### src/rtl/fb_port_arbiter_pkg.sv
// Shared widths and the round-robin pick used by the framebuffer port arbiter.
// The shared header normally supplies these macros; fall back to sane widths
// when this slice is built on its own.
`ifndef MEMORY_SIZE_BITS
`define MEMORY_SIZE_BITS 12
`endif
`ifndef COLOR_SIZE
`define COLOR_SIZE 8
`endif
`ifndef FB_FCNT_BITS
`define FB_FCNT_BITS 8
`endif

package fb_port_arbiter_pkg;

  localparam int FB_ADDR_W = `MEMORY_SIZE_BITS;
  localparam int FB_DATA_W = `COLOR_SIZE;
  localparam int FB_FCNT_W = `FB_FCNT_BITS;

  // Bit positions inside the two-way request/grant vectors
  localparam int REQ_A = 0;
  localparam int REQ_B = 1;

  // One-hot grant for a two-way round robin: on a tie the requester that was
  // not served last wins, otherwise the lone requester is passed through
  function automatic logic [1:0] rr_grant(input logic [1:0] req, input logic last_b);
    logic [1:0] gnt;
    gnt = req;
    if (req == 2'b11) begin
      gnt = last_b ? 2'b01 : 2'b10;
    end
    return gnt;
  endfunction

endpackage

### src/rtl/fb_port_arbiter_rr_arb2.sv
// Two-way round-robin arbiter remembering which side was granted last.
module rr_arb2
  import fb_port_arbiter_pkg::*;
(
  input  logic       Clck,
  input  logic       Reset,
  input  logic [1:0] req,
  input  logic       enable,
  output logic [1:0] gnt
);

  logic last_b;

  // Grant is purely combinational so the write lands in the request cycle
  always_comb begin
    gnt = 2'b00;
    if (enable) begin
      gnt = rr_grant(req, last_b);
    end
  end

  // Track the last winner; reset to B so A wins the first tie
  always_ff @(posedge Clck) begin
    if (Reset) begin
      last_b <= 1'b1;
    end else if (gnt[REQ_A]) begin
      last_b <= 1'b0;
    end else if (gnt[REQ_B]) begin
      last_b <= 1'b1;
    end
  end

endmodule

### src/rtl/fb_port_arbiter.sv
// Framebuffer RAM port owner: writers share the port in IDLE, the screen
// flasher takes it for each frame and is sequenced through start/ack.
module fb_port_arbiter
  import fb_port_arbiter_pkg::*;
#(
  parameter int ADDR_W = FB_ADDR_W,
  parameter int DATA_W = FB_DATA_W,
  parameter int FCNT_W = FB_FCNT_W
) (
  input  logic              Clck,
  input  logic              Reset,
  input  logic              frame_tick,
  input  logic              wr_req_a,
  input  logic              wr_req_b,
  input  logic [ADDR_W-1:0] wr_addr_a,
  input  logic [ADDR_W-1:0] wr_addr_b,
  input  logic [DATA_W-1:0] wr_data_a,
  input  logic [DATA_W-1:0] wr_data_b,
  output logic              wr_gnt_a,
  output logic              wr_gnt_b,
  input  logic [ADDR_W-1:0] flash_addr,
  output logic [DATA_W-1:0] flash_data,
  output logic              flash_start,
  input  logic              flash_done,
  output logic              flash_ack,
  output logic [ADDR_W-1:0] mem_addr,
  output logic [DATA_W-1:0] mem_wdata,
  output logic              mem_we,
  input  logic [DATA_W-1:0] mem_rdata,
  output logic              frame_busy,
  output logic [FCNT_W-1:0] frame_count,
  output logic              overrun
);

  localparam logic [1:0] ST_IDLE  = 2'd0;
  localparam logic [1:0] ST_FLASH = 2'd1;
  localparam logic [1:0] ST_ACK   = 2'd2;

  logic [1:0] state_q;
  logic [1:0] state_d;
  logic       tick_pending;
  logic [1:0] gnt;
  logic       in_idle;

  assign in_idle = (state_q == ST_IDLE);

  rr_arb2 u_arb (
    .Clck   (Clck),
    .Reset  (Reset),
    .req    ({wr_req_b, wr_req_a}),
    .enable (in_idle),
    .gnt    (gnt)
  );

  // Reads go straight through; the flasher's address-to-plot gap hides RAM latency
  assign flash_data = mem_rdata;

  // State register
  always_ff @(posedge Clck) begin
    if (Reset) begin
      state_q <= ST_IDLE;
    end else begin
      state_q <= state_d;
    end
  end

  // Next state: a fresh or queued tick starts a flash, done/!done walk through ACK
  always_comb begin
    state_d = state_q;
    case (state_q)
      ST_IDLE:  if (frame_tick || tick_pending) state_d = ST_FLASH;
      ST_FLASH: if (flash_done)                 state_d = ST_ACK;
      ST_ACK:   if (!flash_done)                state_d = ST_IDLE;
      default:                                  state_d = ST_IDLE;
    endcase
  end

  // Port mux: granted writer in IDLE, flasher address otherwise
  always_comb begin
    wr_gnt_a  = gnt[REQ_A];
    wr_gnt_b  = gnt[REQ_B];
    mem_we    = 1'b0;
    mem_addr  = '0;
    mem_wdata = '0;
    if (!in_idle) begin
      mem_addr = flash_addr;
    end else if (gnt[REQ_A]) begin
      mem_we    = 1'b1;
      mem_addr  = wr_addr_a;
      mem_wdata = wr_data_a;
    end else if (gnt[REQ_B]) begin
      mem_we    = 1'b1;
      mem_addr  = wr_addr_b;
      mem_wdata = wr_data_b;
    end
  end

  // Registered handshake decodes so they line up with the state they describe
  always_ff @(posedge Clck) begin
    if (Reset) begin
      flash_start <= 1'b0;
      flash_ack   <= 1'b0;
      frame_busy  <= 1'b0;
    end else begin
      flash_start <= (state_d == ST_FLASH);
      flash_ack   <= (state_d == ST_ACK);
      frame_busy  <= (state_d == ST_FLASH) || (state_d == ST_ACK);
    end
  end

  // Queue at most one refresh tick while busy; a second one is flagged as overrun
  always_ff @(posedge Clck) begin
    if (Reset) begin
      tick_pending <= 1'b0;
      overrun      <= 1'b0;
    end else if (in_idle) begin
      if (state_d == ST_FLASH) begin
        tick_pending <= 1'b0;
      end
    end else if (frame_tick) begin
      tick_pending <= 1'b1;
      if (tick_pending) begin
        overrun <= 1'b1;
      end
    end
  end

  // Count frames as the flasher releases the port
  always_ff @(posedge Clck) begin
    if (Reset) begin
      frame_count <= '0;
    end else if (state_q == ST_ACK && !flash_done) begin
      frame_count <= frame_count + 1'b1;
    end
  end

endmodule

### config.mk
export PLATFORM = sky130hd
export DESIGN_NAME = fb_port_arbiter
export DESIGN_NICKNAME = d
export VERILOG_FILES = /design/src/rtl/fb_port_arbiter_pkg.sv /design/src/rtl/fb_port_arbiter_rr_arb2.sv /design/src/rtl/fb_port_arbiter.sv
export SDC_FILE = /design/constraint.sdc
export NUM_CORES = 1
export LEC_CHECK = 0
export CAP_MARGIN = 30
export CORE_MARGIN = 10
export CORE_UTILIZATION = 32
export DETAILED_ROUTE_END_ITERATION = 7
export PLACE_DENSITY_LB_ADDON = 0.08
export RECOVER_POWER = 50
export SYNTH_ARGS = -nofsm -noshare
export SYNTH_HDL_FRONTEND = slang
export SYNTH_SLANG_ARGS = --single-unit
### constraint.sdc
create_clock -name Clck -period 3.5 [get_ports Clck]
set_input_delay 0.35 -clock Clck [delete_from_list [all_inputs] [get_ports Clck]]
set_output_delay 0.35 -clock Clck [all_outputs]
set_load 0.01 [all_outputs]
==> reports/qor.yml <==
run_status: "finished, final reports clean"
p_leak_nw: 0.7908
start_util_pct: 33.26
layoutNonFillerInstCount: 273
cp_launch_point: "state_q[0]"
worst_path_largest_cell_delay_ps: 720
drt-pass1-iter-count: 4
clock_tree_from_tritoncts: "done"
finish.net_count: 297
critical_path.endpoint_type: "primary output"
maxSlewViolCount: 0
worstPathCellList: "or2_0, buf_4, nand2_1, o21ai_1, clkdlybuf4s50_1"
cts_num_sinks: 16
period_needed_ps: 2883
synthTopCellsByCount: "sky130_fd_sc_hd__nor2_1, sky130_fd_sc_hd__a32oi_1, sky130_fd_sc_hd__dfxtp_1"
timing.fmax_mhz: 346.8
layout.area.seq_um2: 320.3
timing.clock.skew_ps: 0.7633
drt-vias-per-instance: 5.205
synthFlopType: "sky130_fd_sc_hd__dfxtp_1"
slew_headroom_pct: 41.08
reg_clk_slew_reported_paths_ps: 90
initialDrtViolationCount: 69
die-area_um2: 6224
ctsResizeCount: 0
track_usage_pct: 14.55
core.rowCount: 21
synthesis.area_um2: 1110
ys_types: 31
grt_first_pass_wirelength_mm: 7.514
critical_path.slowest_cell: "sky130_fd_sc_hd__or2_0"
number_of_enable_flip_flop_cells_after_synthesis: 0
htree_num_levels: 1
source_of_the_worst_register_to_register_timing_path: "state_q[0]"
clock_tree.buffer_depth: 2
slew_at_the_pin_closest_to_its_max_slew_limit_ps: 883.8
synth_warnings: 0
mappedNetlistNets: 217
num_io_pins: 109
final.setup.tns_ps: 0
filler_cell_count: 306
numPlacedInstances: 269
wl_met1_mm: 2.206
dp_worst_setup_slack_ps: 811.2
yosysTopAreaCell: "sky130_fd_sc_hd__dfxtp_1"
yosys-top-cells-area: "sky130_fd_sc_hd__dfxtp_1, sky130_fd_sc_hd__a32oi_1, sky130_fd_sc_hd__nor2_1, sky130_fd_sc_hd__buf_4, sky130_fd_sc_hd__nand2_1"
floorplan.die.width_um: 78.89
area_of_the_multi_input_gates_um2: 661.9
crit_family: "buffers and inverters"
unrepaired_setup_endpoints_after_global_routing: "false"
vias: 1421
wirelength_mm: 4.907
worst_ep_arrival_time_ps: 2530
drcViolationCount: 0
async_flop_share_pct: 0
number_of_global_route_vias_before_repair: 1338
hpwlAfterDp_mm: 4.069
grt_start_max_net_pins: 23
clkLatencyLatePin_ps: 280
worst_setup_path_start_kind: "register"
cellPowerDensity_nw_per_um2: 288.6
area_growth_pct: 83.65
clock_tree.root_cell: "sky130_fd_sc_hd__clkbuf_4"
setup_viol: 0
gr-total-overflow: 0
post-route-cell-area_um2: 2038
dpl_cell_area_um2: 2002
hold_violations_final: 0
maxCapViolations: 0
routed_wire_length_on_met2_mm: 2.228
hold_path.class: "reg2reg"
cp_data_required_time_ps: 3150
worst-path-max-fanout: 21
maxUsedRoutingLayer: "met4"
detail-route-antenna-nets: 0
critPathBufInv: 2
yosysMostFrequentCell: "sky130_fd_sc_hd__nor2_1"
cts_hold_buffers: 0
place.port_buffers: 92
grt_antenna_before_repair: 0
placeableCoreArea_um2: 3337
worst-setup-path-type: "reg2out"
cts_buffers: 3
final_min_period_over_clock_period_pct: 82.38
synth_top_cell_area_share_pct: 28.86
post-route-worst-setup-slack_ps: 616.7
detailroute.wirelength.met3_um: 375
cts_setup_buffers: 0
wire_per_inst_um: 17.97
num_antenna_cells: 0
launch_point_of_the_worst_hold_path: "overrun"
final_layout_size_suffix_gt1_share_pct: 4.405
yosysSeqAreaShare_pct: 28.86
ys_ff_latch: 16
post_synth.cell_area_avg_um2: 7.499
synthesis.instances: 148
die-height_um: 78.89
gpl.final_weighted_congestion: 0.7579
irDropWorstVdd_mv: 0.2030
power breakdown:
| group | internal (mW) | switching, mW |
|---|---|---|
| combinational | 0.157 | 0.114 |
| clock | 0.0633 | 0.0573 |
| sequential | 0.191 | 0.00645 |
layout by cell type (no fill, tap or decap):
cell type,n
sky130_fd_sc_hd__mux2_2,2
sky130_fd_sc_hd__or3_1,1
sky130_fd_sc_hd__xor2_1,2
sky130_fd_sc_hd__a21boi_1,1
sky130_fd_sc_hd__buf_4,4
sky130_fd_sc_hd__nor4bb_1,1
sky130_fd_sc_hd__nand4_1,1
sky130_fd_sc_hd__ha_1,3
sky130_fd_sc_hd__and2_1,1
sky130_fd_sc_hd__nand2b_1,1
sky130_fd_sc_hd__clkbuf_8,1
sky130_fd_sc_hd__xnor2_1,1
sky130_fd_sc_hd__nor2b_1,3
sky130_fd_sc_hd__nand3_1,3
sky130_fd_sc_hd__nand2_1,15
sky130_fd_sc_hd__o21ai_0,4
sky130_fd_sc_hd__inv_1,3
sky130_fd_sc_hd__a21oi_1,6
sky130_fd_sc_hd__clkdlybuf4s50_1,78
sky130_fd_sc_hd__or2_0,1
sky130_fd_sc_hd__nor2_1,21
sky130_fd_sc_hd__clkbuf_4,3
sky130_fd_sc_hd__or3b_1,1
sky130_fd_sc_hd__mux2i_1,1
sky130_fd_sc_hd__a32oi_1,20
sky130_fd_sc_hd__dfxtp_1,16
sky130_fd_sc_hd__o21bai_1,1
sky130_fd_sc_hd__dlygate4sd3_1,14
sky130_fd_sc_hd__o21ai_1,10
sky130_fd_sc_hd__and3_1,2
sky130_fd_sc_hd__or4_1,2
sky130_fd_sc_hd__a31oi_1,1
sky130_fd_sc_hd__o31ai_1,3
routing by layer:
| metal | up-vias | GRT usage [%] |
|---|---|---|
| li1 | 695 | - |
| met1 | 645 | 17.84 |
| met2 | 71 | 23.68 |
| met3 | 10 | 4.392 |
| met4 | 0 | 4.839 |
| met5 | - | 0 |
flip-flops by register name, indices dropped and copies added, names as in the netlist:
name	flops
flash_ack	1
flash_start	1
frame_busy	1
frame_count	8
overrun	1
state_q	2
tick_pending	1
u_arb.last_b	1
worst register-to-register path, cell delays in order (launching register included):
cell,delay (ps)
sky130_fd_sc_hd__dfxtp_1,450
sky130_fd_sc_hd__or2_0,720
sky130_fd_sc_hd__buf_4,360
sky130_fd_sc_hd__o21ai_0,110
sky130_fd_sc_hd__a21oi_1,140
logic make-up after synthesis:
kind of cell	after synthesis	synth area share, %
xor gates and xnor gates	3	2.368
and+or+nand+nor	53	22.21
muxes	3	2.931
adders and majority gates	3	3.383
DFF	16	28.86
buffers and inverters	24	11.50
AOI/OAI and AO/OA	46	28.75
metrics by stage:
| stage | total power [mW] | hold slack [ps] | util (%) |
|---|---|---|---|
| floorplan | 0.3169 | 466.7 | - |
| global placement | 0.4705 | 449.4 | 59.99 |
| detailed placement | 0.4765 | 456.8 | 59.99 |
| CTS | 0.5968 | 478.7 | 61.08 |
| global route | 0.6255 | 493.5 | 61.08 |
| finish | 0.5883 | 472.2 | 61.08 |
area by class of cell:
cell class                      count  area share, %
Clock buffer                        4          1.780
Inverter                            3         0.5525
Multi-Input combinational cell    108          32.47
Sequential cell                    16          15.72
Tap cell                           46          2.824
Timing Repair Buffer               96          46.65
worst paths after layout:
path	endpoint	cells past startpoint	slack, ps
hold reg to reg	overrun	2	470
setup / recovery	mem_addr[8]	5	620
setup reg to reg	tick_pending	4	1650
hold / removal	overrun	2	470
Note: power is estimated with default switching activity, not from simulation.
